**config.mk**
```make
export PLATFORM = sky130hd
export DESIGN_NAME = memory_autoplayer
export DESIGN_NICKNAME = d
export VERILOG_FILES = /design/src/rtl/memory_autoplayer.sv
export SDC_FILE = /design/constraint.sdc
export NUM_CORES = 1
export LEC_CHECK = 0
export ABC_AREA = 1
export CAP_MARGIN = 20
export CORE_MARGIN = 3
export CORE_UTILIZATION = 55
export DETAILED_ROUTE_END_ITERATION = 12
export PLACE_DENSITY_LB_ADDON = 0.08
export SLEW_MARGIN = 25
export SYNTH_ARGS = -nofsm -noshare
export SYNTH_HDL_FRONTEND = slang
export SYNTH_SLANG_ARGS = --single-unit
```
**constraint.sdc**
```tcl
create_clock -name i_clk -period 1.95 [get_ports i_clk]
set_clock_uncertainty 0.2 [all_clocks]
set_input_delay 0.2925 -clock i_clk [delete_from_list [all_inputs] [get_ports i_clk]]
set_output_delay 0.2925 -clock i_clk [all_outputs]
set_load 0.05 [all_outputs]
```
**src/rtl/memory_autoplayer.sv**
```systemverilog
// Autoplayer for the LED memory game: captures one-hot LED steps while the game
// shows a pattern, then replays them as timed switch press/release pulses.
module memory_autoplayer #(
  parameter int unsigned CLK_PER_SEC  = 50000000,
  parameter int unsigned MAX_STEPS    = 16,
  parameter int unsigned IDLE_TIMEOUT = CLK_PER_SEC,
  parameter int unsigned PRESS_CYCLES = CLK_PER_SEC / 8,
  parameter int unsigned GAP_CYCLES   = CLK_PER_SEC / 8
) (
  input  logic                         i_clk,
  input  logic                         i_rst,
  input  logic                         i_en,
  input  logic [3:0]                   i_led,
  output logic [3:0]                   o_sw,
  output logic                         o_busy,
  output logic [$clog2(MAX_STEPS):0]   o_count,
  output logic                         o_round_done,
  output logic                         o_overflow
);

  localparam int unsigned IW     = $clog2(MAX_STEPS);
  localparam int unsigned CW     = IW + 1;
  localparam int unsigned PG_MAX = (PRESS_CYCLES > GAP_CYCLES) ? PRESS_CYCLES : GAP_CYCLES;
  localparam int unsigned T_MAX  = (IDLE_TIMEOUT > PG_MAX) ? IDLE_TIMEOUT : PG_MAX;
  localparam int unsigned TW     = $clog2(T_MAX) + 1;

  localparam logic [TW-1:0] IDLE_LAST  = TW'(IDLE_TIMEOUT - 1);
  localparam logic [TW-1:0] PRESS_LAST = TW'(PRESS_CYCLES - 1);
  localparam logic [TW-1:0] GAP_LAST   = TW'(GAP_CYCLES - 1);
  localparam logic [CW-1:0] COUNT_FULL = CW'(MAX_STEPS);

  localparam logic [1:0] S_LISTEN = 2'd0;
  localparam logic [1:0] S_PRESS  = 2'd1;
  localparam logic [1:0] S_GAP    = 2'd2;

  logic [1:0]    r_state;
  logic [3:0]    r_led;
  logic [TW-1:0] r_timer;
  logic [IW-1:0] r_idx;
  logic [1:0]    r_buf [MAX_STEPS];

  logic [1:0]    w_state_nxt;
  logic [TW-1:0] w_timer_nxt;
  logic [IW-1:0] w_idx_nxt;
  logic [3:0]    w_sw_nxt;
  logic          w_busy_nxt;
  logic [CW-1:0] w_count_nxt;
  logic          w_done_nxt;
  logic          w_ovf_nxt;
  logic          w_wr_en;
  logic          w_capture;
  logic [1:0]    w_led_id;
  logic          w_last;
  logic [IW-1:0] w_idx_inc;

  function automatic logic [1:0] f_led_id(input logic [3:0] v);
    logic [1:0] id;
    id = 2'd0;
    if (v[1]) id = 2'd1;
    if (v[2]) id = 2'd2;
    if (v[3]) id = 2'd3;
    return id;
  endfunction

  function automatic logic [3:0] f_sw_of(input logic [1:0] id);
    logic [3:0] sw;
    case (id)
      2'd0:    sw = 4'b0001;
      2'd1:    sw = 4'b0010;
      2'd2:    sw = 4'b0100;
      default: sw = 4'b1000;
    endcase
    return sw;
  endfunction

  // A step is a zero-to-one-hot LED edge; holding or hopping between LEDs is not.
  assign w_capture = (r_led == 4'b0000) && $onehot(i_led);
  assign w_led_id  = f_led_id(i_led);
  assign w_last    = ({1'b0, r_idx} == (o_count - CW'(1)));
  assign w_idx_inc = r_idx + IW'(1);

  always_comb begin
    w_state_nxt = r_state;
    w_timer_nxt = r_timer;
    w_idx_nxt   = r_idx;
    w_sw_nxt    = o_sw;
    w_busy_nxt  = o_busy;
    w_count_nxt = o_count;
    w_done_nxt  = 1'b0;
    w_ovf_nxt   = o_overflow;
    w_wr_en     = 1'b0;

    if (!i_en) begin
      w_state_nxt = S_LISTEN;
      w_timer_nxt = '0;
      w_idx_nxt   = '0;
      w_sw_nxt    = 4'b0000;
      w_busy_nxt  = 1'b0;
      w_count_nxt = '0;
    end else begin
      case (r_state)
        S_LISTEN: begin
          if (w_capture) begin
            if (o_count == COUNT_FULL) begin
              w_ovf_nxt = 1'b1;
            end else begin
              w_wr_en     = 1'b1;
              w_count_nxt = o_count + CW'(1);
            end
          end
          // Idle timer saturates at its limit when nothing has been captured.
          if (i_led != 4'b0000) begin
            w_timer_nxt = '0;
          end else if (r_timer == IDLE_LAST) begin
            if (o_count != '0) begin
              w_state_nxt = S_PRESS;
              w_timer_nxt = '0;
              w_idx_nxt   = '0;
              w_sw_nxt    = f_sw_of(r_buf[0]);
              w_busy_nxt  = 1'b1;
            end
          end else begin
            w_timer_nxt = r_timer + TW'(1);
          end
        end

        S_PRESS: begin
          if (r_timer == PRESS_LAST) begin
            w_state_nxt = S_GAP;
            w_timer_nxt = '0;
            w_sw_nxt    = 4'b0000;
          end else begin
            w_timer_nxt = r_timer + TW'(1);
          end
        end

        S_GAP: begin
          if (r_timer == GAP_LAST) begin
            w_timer_nxt = '0;
            if (w_last) begin
              w_state_nxt = S_LISTEN;
              w_busy_nxt  = 1'b0;
              w_done_nxt  = 1'b1;
              w_count_nxt = '0;
            end else begin
              w_state_nxt = S_PRESS;
              w_idx_nxt   = w_idx_inc;
              w_sw_nxt    = f_sw_of(r_buf[w_idx_inc]);
            end
          end else begin
            w_timer_nxt = r_timer + TW'(1);
          end
        end

        default: begin
          w_state_nxt = S_LISTEN;
          w_timer_nxt = '0;
          w_sw_nxt    = 4'b0000;
          w_busy_nxt  = 1'b0;
        end
      endcase
    end
  end

  always_ff @(posedge i_clk or posedge i_rst) begin
    if (i_rst) begin
      r_state      <= S_LISTEN;
      r_led        <= 4'b0000;
      r_timer      <= '0;
      r_idx        <= '0;
      o_sw         <= 4'b0000;
      o_busy       <= 1'b0;
      o_count      <= '0;
      o_round_done <= 1'b0;
      o_overflow   <= 1'b0;
    end else begin
      r_state      <= w_state_nxt;
      r_led        <= i_led;
      r_timer      <= w_timer_nxt;
      r_idx        <= w_idx_nxt;
      o_sw         <= w_sw_nxt;
      o_busy       <= w_busy_nxt;
      o_count      <= w_count_nxt;
      o_round_done <= w_done_nxt;
      o_overflow   <= w_ovf_nxt;
    end
  end

  // Step buffer holds data only; validity is tracked by o_count.
  always_ff @(posedge i_clk) begin
    if (w_wr_en) begin
      r_buf[o_count[IW-1:0]] <= w_led_id;
    end
  end

endmodule

```
==> impl_metrics.ini, run 1 <==
[run_status]
run_status = finished, violations left
failing_checks = negative setup slack

[setup_path]
path_cells = buf_12 -> inv_12 -> fa_1 -> inv_1 -> ha_2 -> ha_4 -> nor3_2 -> nand4_1 -> or2_4 -> nor2_4 -> buf_12 -> nand2_8 -> nor2_4
critical_path.n_buffers_inverters = 4
timing.setup.critical_path_class = in -> reg
critical_path.startpoint_type = input pin
max_stage_delay_ps = 530
req_time_crit_path_ps = 1820
critical-path-slowest-cell = sky130_fd_sc_hd__fa_1
critPathArrivalTime_ps = 2470
cp_top_family = simple AND/OR/NAND/NOR gates
critical_path.max_fanout = 4
critical_path.endpoint_type = flip-flop

[timing]
max_slew.worst_pin.slew_ps = 483
max_clock_freq_mhz = 386
timing_max_transition_violations_final = 0
max_slew_margin_pct = 67.7
finalHoldViolations = 0
hold_slack_ps = 70.7
total_of_endpoints_with_negative_setup_slack_in_the_final_report = 68
layout_worst_path_cycle_share_pct = 133
timing.final.crit_period_ps = 2590
finalWorstSetupSlack_ps = -644
grt_setup_unrepaired = true

[finish]
syn2layout_area_growth_pct = 45.6
num-nets-final = 749
drive_gt1_share_pct = 38.9
antenna-diode-count = 0

[grt]
track_usage_pct = 27.3
grt_pass1_wl_mm = 21.2
maximum_number_of_pins_on_one_net_before_global_route_repair = 50
globalRouteOverflowTotal = 0
grt_antenna_before_repair = 0
vias_in_the_first_global_route = 4321

[die]
floorplan.rows = 32
die_span_x_um = 98.2
fp.dieArea_sq_um = 9640
floorplan.core_area_sq_um = 7970
die_h_um = 98.2
initial_core_util_pct = 58.6
design.portCount = 19

[drt]
dr.first_iter.drc_count = 393
vias = 4684
detail_route.wirelength_mm = 14.4
route.detailed.drc = 0
routed_wire_length_per_instance_um = 17.3
avgViaCountPerCell = 5.62
drt_pre_antenna_iters = 5
antenna_violating_nets_post_route = 0

[placement]
sum_of_net_half_perimeters_after_detailed_placement_mm = 8.91
portBuffers = 18
placement_setup_slack_ps = -1540
place.gp.congestion = 0.909

[logic_synthesis]
synth_edf_count = 32
ys.flop_type = sky130_fd_sc_hd__dfrtp_1
synth_most_common_cell = sky130_fd_sc_hd__nand2_1
synth-async-reset-ratio_pct = 60.5
synth_common_cells = 165 x sky130_fd_sc_hd__nand2_1, 103 x sky130_fd_sc_hd__nor2_1, 75 x sky130_fd_sc_hd__inv_1
post_synth_instance_area_sq_um = 4670
netlist_top_cells_area = sky130_fd_sc_hd__dfrtp_1 26%, sky130_fd_sc_hd__edfxtp_1 21%, sky130_fd_sc_hd__nand2_1 13%
yosysTopAreaCellShare_pct = 26.2
syn_area_per_cell_sq_um = 7.71
postSynthNetCount = 628
synth_cell_types = 30
sequential_share_of_the_synthesized_area_pct = 46.8
synth_area_leader_cell = sky130_fd_sc_hd__dfrtp_1
synth.ff_latch_count = 81
post_synth_inst_count = 606
yosysWarnings = 0

[clocking]
cts.sinks = 81
cts_tree = done
cts-buffers-inserted = 9
worstSkewPairLatency_ps = 370
clkSlewWorstSetupHoldPaths_ps = 100
buffer_levels_on_the_longest_clock_path = 2
clock_tree.root_cell = sky130_fd_sc_hd__clkbuf_8
htree_num_levels = 3

[power_and_ir_drop]
vdd.ir_drop.worst_mv = 0.523
power-per-cell-area_nw_per_um2 = 957
p_leak_nw = 2.90

[min_path]
worst_hold_path_type = in -> async

[job]
maxCapViolCount = 0
power breakdown:
group          switching [mW]  internal, mW  total, mW
clock network           0.713         0.601       1.31
registers              0.0869          1.88       1.97
logic                    1.96          1.27       3.23
total                    2.76          3.75       6.51
layer usage:
| layer | vias to the layer above | wire length (um) | GRT usage, % |
|---|---|---|---|
| met3 | 21 | 1170 | 5.79 |
| met4 | 0 | 206 | 6.30 |
| met2 | 253 | 6810 | 41.6 |
| li1 | 2169 | - | - |
| met1 | 2241 | 6250 | 40.4 |
| met5 | - | 0 | 0 |
metrics by stage:
stage | std cells | cell area, sq um | util [%] | power, mW | TNS (ps)
floorplan | 606 | 4810 | - | 3.42 | -23060
global placement | 792 | 5640 | 70.7 | 4.26 | -65370
detailed placement | 792 | 5640 | 70.7 | 4.31 | -69670
CTS | 824 | 6210 | 77.9 | 5.93 | -20700
global route | 834 | 6800 | 85.3 | 6.81 | -30130
finish | 834 | 6800 | 85.3 | 6.51 | -23780
worst min-delay path: stages:
cell and delay, ps:
sky130_fd_sc_hd__clkdlybuf4s50_1 410, sky130_fd_sc_hd__inv_2 70, sky130_fd_sc_hd__buf_12 250
kinds of logic after synthesis:
kind of cell / synth area share [%]
xor+xnor: 3.75
simple gates: 33.0
flops: 46.8
compound gates: 4.63
fa+ha+maj: 4.18
buf+inv: 7.61
state kept, by name, summed over array words and instances, names as in the netlist:
register / cells
o_sw: 4
r_buf: 32
r_timer: 27
r_led: 4
o_busy: 1
o_round_done: 1
o_overflow: 1
r_idx: 4
o_count: 5
r_state: 2
cell type report:
class	instances	area [sq um]
clock inverter	7	77.6
sequential	81	2200
clock buffer	9	124
fill	406	1170
inverter	77	317
tap	102	128
multi-input combinational	439	2920
timing repair buffer	119	1040
repair_timing:
action / in CTS / in global routing
setup endpoints to repair: 72 / 76
pin swaps: 31 / 54
cloned: 2 / 0
gates resized for setup: 70 / 132
endpoints found under the hold margin: 3 / 0
setup buffers: 12 / 14
hold buffers: 3 / 0
placed cells by master, fill, tap and decap left out, types with 7 or more instances in the layout:
| cell | instances |
|---|---|
| sky130_fd_sc_hd__nand4_1 | 10 |
| sky130_fd_sc_hd__ha_1 | 8 |
| sky130_fd_sc_hd__nand3_2 | 11 |
| sky130_fd_sc_hd__nand2_4 | 13 |
| sky130_fd_sc_hd__o21ai_0 | 12 |
| sky130_fd_sc_hd__clkbuf_8 | 9 |
| sky130_fd_sc_hd__dfrtp_1 | 44 |
| sky130_fd_sc_hd__nand2_1 | 135 |
| sky130_fd_sc_hd__o21ai_1 | 11 |
| sky130_fd_sc_hd__buf_4 | 92 |
| sky130_fd_sc_hd__edfxtp_1 | 32 |
| sky130_fd_sc_hd__inv_1 | 62 |
| sky130_fd_sc_hd__nand2_2 | 20 |
| sky130_fd_sc_hd__inv_2 | 10 |
| sky130_fd_sc_hd__a21oi_1 | 7 |
| sky130_fd_sc_hd__nor2_1 | 51 |
| sky130_fd_sc_hd__xor2_1 | 13 |
| sky130_fd_sc_hd__buf_6 | 12 |
| sky130_fd_sc_hd__nor2_2 | 22 |
| sky130_fd_sc_hd__nand3_1 | 44 |
| sky130_fd_sc_hd__nor2_4 | 33 |
final timing paths:
| kind | depth (start not counted) | to | startpoint | slack [ps] |
|---|---|---|---|---|
| worst min register to register | 2 | o_sw[3]$_DFFE_PP0P_ | o_sw[3]$_DFFE_PP0P_ | 310 |
| worst max-delay path | 13 | r_buf[15][1]$_DFFE_PP_ | i_led[0] | -640 |
| worst min-delay path | 3 | o_overflow$_DFFE_PP0P_ | i_rst | 70 |
| max in group asynchronous | 3 | o_count[0]$_DFFE_PP0P_ | i_rst | 1210 |
| min in group i_clk | 2 | o_sw[3]$_DFFE_PP0P_ | o_sw[3]$_DFFE_PP0P_ | 310 |
| worst max register to register | 10 | o_count[4]$_DFFE_PP0P_ | o_count[2]$_DFFE_PP0P_ | -160 |
Power figures use the tool's default switching activity.
==> run 2, diff against run 1 <==
--- a/config.mk
+++ b/config.mk
@@ -15,3 +15,4 @@
 export SYNTH_ARGS = -nofsm -noshare
 export SYNTH_HDL_FRONTEND = slang
 export SYNTH_SLANG_ARGS = --single-unit
+export TNS_END_PERCENT = 1
==> run 2 against run 1 <==
  * The flow still finishes with violations (negative setup slack)
  * Sequential power about the same
  * Combinational power down 23%
  * Setup slack better by 91 ps
  * Sequential share of layout area up 3.4 points
  * Die area unchanged
  * Critical path depth unchanged
  * Via count down 6.7%
  * Global-route usage down 1.6 points
  * Sequential cell count unchanged
  * Critical path type unchanged
  * Critical endpoint unchanged
==> impl_metrics.ini, run 2 (synthesis results as in run 1) <==
[drt]
vias = 4368
avgViaCountPerCell = 5.35
drt_pre_antenna_iters = 5
routed_wire_length_per_instance_um = 14.8
antenna_violating_nets_post_route = 0
route.detailed.drc = 0
dr.first_iter.drc_count = 287
detail_route.wirelength_mm = 12.1

[run_status]
failing_checks = negative setup slack
run_status = finished, violations left

[grt]
globalRouteOverflowTotal = 0
maximum_number_of_pins_on_one_net_before_global_route_repair = 50
vias_in_the_first_global_route = 4123
grt_pass1_wl_mm = 20.1
grt_antenna_before_repair = 0
track_usage_pct = 25.7

[timing]
max_slew_margin_pct = 67.9
max_slew.worst_pin.slew_ps = 480
setup-tns-final_ps = -18430
timing_max_transition_violations_final = 0
layout_worst_path_cycle_share_pct = 128
grt_setup_unrepaired = true
total_of_endpoints_with_negative_setup_slack_in_the_final_report = 42
finalHoldViolations = 0
max_clock_freq_mhz = 400
finalWorstSetupSlack_ps = -553
timing.final.crit_period_ps = 2500

[finish]
final_common_cell = sky130_fd_sc_hd__nand2_1
antenna-diode-count = 0
multiInputGateArea_sq_um = 2470
seqCellArea_sq_um = 2190
fin_area_sq_um = 6130
largest_register_ffs = 32
num-nets-final = 731
syn2layout_area_growth_pct = 31.2
highest_count_cells_in_the_layout_ignoring_fill_and_taps = 146 x sky130_fd_sc_hd__nand2_1, 86 x sky130_fd_sc_hd__buf_4, 77 x sky130_fd_sc_hd__nor2_1
drive_gt1_share_pct = 28.2
fillers = 560

[placement]
sum_of_net_half_perimeters_after_detailed_placement_mm = 8.78
placed_cell_area_sq_um = 5590
place.gp.congestion = 0.945
portBuffers = 18

[power_and_ir_drop]
p_leak_nw = 2.78
vdd.ir_drop.worst_mv = 0.643
power-per-cell-area_nw_per_um2 = 912

[clocking]
buffer_levels_on_the_longest_clock_path = 2
cts.sinks = 81
cts-buffers-inserted = 9
worstSkewPairLatency_ps = 350
htree_num_levels = 3
cts_tree = done
clock_tree.root_cell = sky130_fd_sc_hd__clkbuf_8
clkSlewWorstSetupHoldPaths_ps = 90

[die]
die_span_x_um = 98.2
floorplan.core_area_sq_um = 7970
die_h_um = 98.2
floorplan.rows = 32
fp.dieArea_sq_um = 9640
initial_core_util_pct = 58.6
design.portCount = 19

[setup_path]
timing.setup.critical_path_class = in -> reg
req_time_crit_path_ps = 1820
critical_path.endpoint_type = flip-flop
critical_path.startpoint_type = input pin
critical_path.max_fanout = 4
critPathArrivalTime_ps = 2370

[min_path]
worst_hold_path_type = in -> async

[job]
maxCapViolCount = 0
-- run 2: final cells by class --
class / instances / area share [%]
multi-input combinational: 438 / 40.3
sequential: 81 / 35.7
timing repair buffer: 102 / 14.1
inverter: 77 / 4.82
clock buffer: 10 / 2.08
tap: 102 / 2.08
clock inverter: 6 / 0.857
-- run 2: critical path, stage by stage --
cell	delay, ps
sky130_fd_sc_hd__buf_8	70
sky130_fd_sc_hd__inv_4	30
sky130_fd_sc_hd__fa_1	550
sky130_fd_sc_hd__inv_2	50
sky130_fd_sc_hd__ha_4	160
sky130_fd_sc_hd__ha_4	230
sky130_fd_sc_hd__nor3_2	90
sky130_fd_sc_hd__nand4_1	140
sky130_fd_sc_hd__or2_4	270
sky130_fd_sc_hd__nor2_4	100
sky130_fd_sc_hd__buf_12	140
sky130_fd_sc_hd__nand2_4	90
sky130_fd_sc_hd__nor2_2	140
-- run 2: worst paths after layout --
check,startpoint,end,slack (ps),cells after the start
min,i_rst,r_led[3]$_DFF_PP0_,100,3
min in group i_clk,o_busy$_DFFE_PP0P_,o_busy$_DFFE_PP0P_,290,2
min reg2reg,o_busy$_DFFE_PP0P_,o_busy$_DFFE_PP0P_,290,2
max,i_led[3],r_buf[15][1]$_DFFE_PP_,-550,13
max reg2reg,o_count[0]$_DFFE_PP0P_,r_buf[15][1]$_DFFE_PP_,-90,9
max in group asynchronous,i_rst,r_timer[5]$_DFFE_PP0P_,1190,3
-- run 2: where the power goes --
group          switching, mW  internal [mW]  leakage [nW]
registers             0.0674           1.87         0.951
logic                   1.52          0.982          1.74
clock network          0.669          0.481        0.0850
total                   2.26           3.34          2.78
-- run 2: metrics by stage --
stage	hold WS [ps]	cells	util, %	power (mW)	worst slack [ps]
after floorplan	124	606	-	3.33	-772
after global placement	271	794	70.2	4.19	-1420
after detailed placement	279	794	70.2	4.23	-1550
after CTS	111	816	75.2	5.52	-588
after global routing	133	816	76.9	5.94	-592
final	95.4	816	76.9	5.59	-553
-- run 2: metal layers --
layer | track usage [%] | wire [um] | vias to the layer above
li1 | - | - | 2131
met1 | 39.1 | 5770 | 2087
met3 | 4.29 | 690 | 18
met2 | 39.2 | 5480 | 132
met4 | 5.15 | 114 | 0
met5 | 0 | 0 | -
-- run 2: timing repair --
item,4_1_cts,5_1_grt
gates resized for setup,59,37
setup endpoints to repair,73,75
hold endpoints to repair,3,0
buffers inserted,3,0
hold buffers,3,0
pin swaps,14,6
==> run 3, diff against run 2 <==
--- a/config.mk
+++ b/config.mk
@@ -6,9 +6,10 @@
 export NUM_CORES = 1
 export LEC_CHECK = 0
 export ABC_AREA = 1
-export CAP_MARGIN = 20
+export CAP_MARGIN = 15
 export CORE_MARGIN = 3
-export CORE_UTILIZATION = 55
+export CORE_UTILIZATION = 65
+export CTS_CLUSTER_DIAMETER = 80
 export DETAILED_ROUTE_END_ITERATION = 12
 export PLACE_DENSITY_LB_ADDON = 0.08
 export SLEW_MARGIN = 25
==> constraint.sdc (replaced) <==
create_clock -name i_clk -period 3.2 [get_ports i_clk]
set_clock_uncertainty 0.2 [all_clocks]
set_input_delay 0.48 -clock i_clk [delete_from_list [all_inputs] [get_ports i_clk]]
set_output_delay 0.48 -clock i_clk [all_outputs]
set_load 0.05 [all_outputs]
==> run 3 against run 2 <==
  * The run now ends clean
  * Largest power group is now registers
  * Total power decreased by 43%
  * Via count is 7.1% lower
  * Largest cell class unchanged
  * Combinational power shrank 56%
  * Setup slack better by 690 ps
  * Worst hold slack better by 78 ps
  * Clock power fell by 23%
  * Final area decreased by 12%
  * Die area is 14% lower
  * Cell count fell by 9.7%
  * Routed wire length fell by 6.8%
==> impl_metrics.ini, run 3 (synthesis results as in run 1) <==
[die]
design.portCount = 19
floorplan.core_area_sq_um = 6870
die_span_x_um = 90.8
die_h_um = 90.8
initial_core_util_pct = 68.0
fp.dieArea_sq_um = 8240
floorplan.rows = 30

[grt]
track_usage_pct = 28.9
maximum_number_of_pins_on_one_net_before_global_route_repair = 50
grt_pass1_wl_mm = 18.9
globalRouteOverflowTotal = 0
vias_in_the_first_global_route = 3869
grt_antenna_before_repair = 0

[setup_path]
timing.setup.critical_path_class = in -> reg
req_time_crit_path_ps = 3090
critical_path.startpoint_type = input pin
critPathArrivalTime_ps = 2950
critical_path.endpoint_type = flip-flop
critical_path.max_fanout = 4

[clocking]
cts-hold-fix-buffers = 0
worstSkewPairLatency_ps = 380
clock_tree.root_cell = sky130_fd_sc_hd__clkbuf_8
cts-buffers-inserted = 9
htree_num_levels = 3
cts_tree = done
clkSlewWorstSetupHoldPaths_ps = 90
cts.sinks = 81
buffer_levels_on_the_longest_clock_path = 2

[timing]
layout_worst_path_cycle_share_pct = 95.7
max_clock_freq_mhz = 327
grt_setup_unrepaired = false
hold_slack_ps = 173
timing.final.crit_period_ps = 3060
total_of_endpoints_with_negative_setup_slack_in_the_final_report = 0
max_slew_margin_pct = 63.7
max_slew.worst_pin.slew_ps = 543
timing_max_transition_violations_final = 0
setup-tns-final_ps = 0
finalHoldViolations = 0

[power_and_ir_drop]
combinationalPowerShare_pct = 34.5
p_leak_nw = 2.35
netSwitchingPower_mw = 1.28
power-per-cell-area_nw_per_um2 = 595
relative_contribution_of_the_clock_network_to_total_power_pct = 27.5
swShare_pct = 40.0
seqPwrFrac_pct = 38.0
p_total_mw = 3.21
p_int_mw = 1.92
vdd.ir_drop.worst_mv = 0.315

[placement]
place.gp.congestion = 0.887
sum_of_net_half_perimeters_after_detailed_placement_mm = 8.03
portBuffers = 18

[finish]
drive_gt1_share_pct = 10.5
largest_register_ffs = 32
highest_count_cells_in_the_layout_ignoring_fill_and_taps = 161 x sky130_fd_sc_hd__nand2_1, 87 x sky130_fd_sc_hd__nor2_1, 71 x sky130_fd_sc_hd__inv_1
final_common_cell = sky130_fd_sc_hd__nand2_1
num-nets-final = 658
antenna-diode-count = 0
syn2layout_area_growth_pct = 15.4

[drt]
antenna_violating_nets_post_route = 0
routed_wire_length_per_instance_um = 15.2
route.detailed.drc = 0
vias = 4058
dr.first_iter.drc_count = 427
drt_pre_antenna_iters = 6
avgViaCountPerCell = 5.51
detail_route.wirelength_mm = 11.2

[job]
maxCapViolCount = 0

[min_path]
worst_hold_path_type = in -> reg

[run_status]
run_status = finished clean
run 3: cell count changes in the layout (fill, tap and decap cells not counted), sizes merged, moves of 2 or more:
cell           delta
inv               +3
clkinvlp          -3
clkdlybuf4s50    +12
bufinv            +2
dlygate4sd2       +2
buf              -84
dlygate4sd3       -3
run 3: timing repair:
action,CTS,global route
endpoints found under the setup margin,30,0
buffers inserted,0,0
resized for setup,47,0
run 3: worst paths after layout:
check | cells past startpoint | slack [ps] | endpoint | startpoint
min | 1 | 170 | r_led[1]$_DFF_PP0_ | i_led[1]
max reg2reg | 8 | 710 | r_timer[7]$_DFFE_PP0P_ | o_count[0]$_DFFE_PP0P_
min in group asynchronous | 3 | 250 | r_led[3]$_DFF_PP0_ | i_rst
min reg2reg | 2 | 320 | o_busy$_DFFE_PP0P_ | o_busy$_DFFE_PP0P_
max | 13 | 140 | r_buf[3][1]$_DFFE_PP_ | i_led[0]
max in group asynchronous | 3 | 2300 | r_timer[23]$_DFFE_PP0P_ | i_rst
run 3: final cells by class:
| type | instances | area (sq um) |
|---|---|---|
| clock buffer | 9 | 124 |
| clock inverter | 7 | 106 |
| fill | 491 | 1480 |
| inverter | 77 | 289 |
| multi-input combinational | 438 | 2280 |
| sequential | 81 | 2190 |
| tap | 96 | 120 |
| timing repair buffer | 29 | 284 |
run 3: per-stage QoR:
stage                     setup WS [ps]  instance area [sq um]  utilization, %  std cells
after global routing               12.5                   5390            78.5        737
after floorplan                     191                   4670               -        606
after detailed placement           -584                   5000            72.8        721
final                               138                   5390            78.5        737
after CTS                           179                   5390            78.5        737
after global placement             -418                   5000            72.8        721
run 3: critical path: stages:
cell	delay, ps
sky130_fd_sc_hd__dlygate4sd2_1	230
sky130_fd_sc_hd__inv_2	50
sky130_fd_sc_hd__fa_1	520
sky130_fd_sc_hd__inv_1	40
sky130_fd_sc_hd__ha_1	180
sky130_fd_sc_hd__ha_1	310
sky130_fd_sc_hd__nor3_2	120
sky130_fd_sc_hd__nand4_1	190
sky130_fd_sc_hd__or2_4	320
sky130_fd_sc_hd__nor2_4	130
sky130_fd_sc_hd__buf_12	160
sky130_fd_sc_hd__nand2_8	70
sky130_fd_sc_hd__nor2_2	140
run 3: layer usage:
layer | share of wire, % | track usage (%)
met5 | 0 | 0
met4 | 1.3 | 6.91
met3 | 9.6 | 7.25
met2 | 44 | 42.5
met1 | 45 | 43.1
run 3: power groups by stage:
stage	registers [mW]	logic, mW	clock network, mW
2_1_floorplan	1.34	0.677	0
3_3_place_gp	1.23	1.03	0
3_5_place_dp	1.24	1.05	0
4_1_cts	1.22	1.10	0.876
5_1_grt	1.23	1.22	0.943
6_report	1.22	1.11	0.883
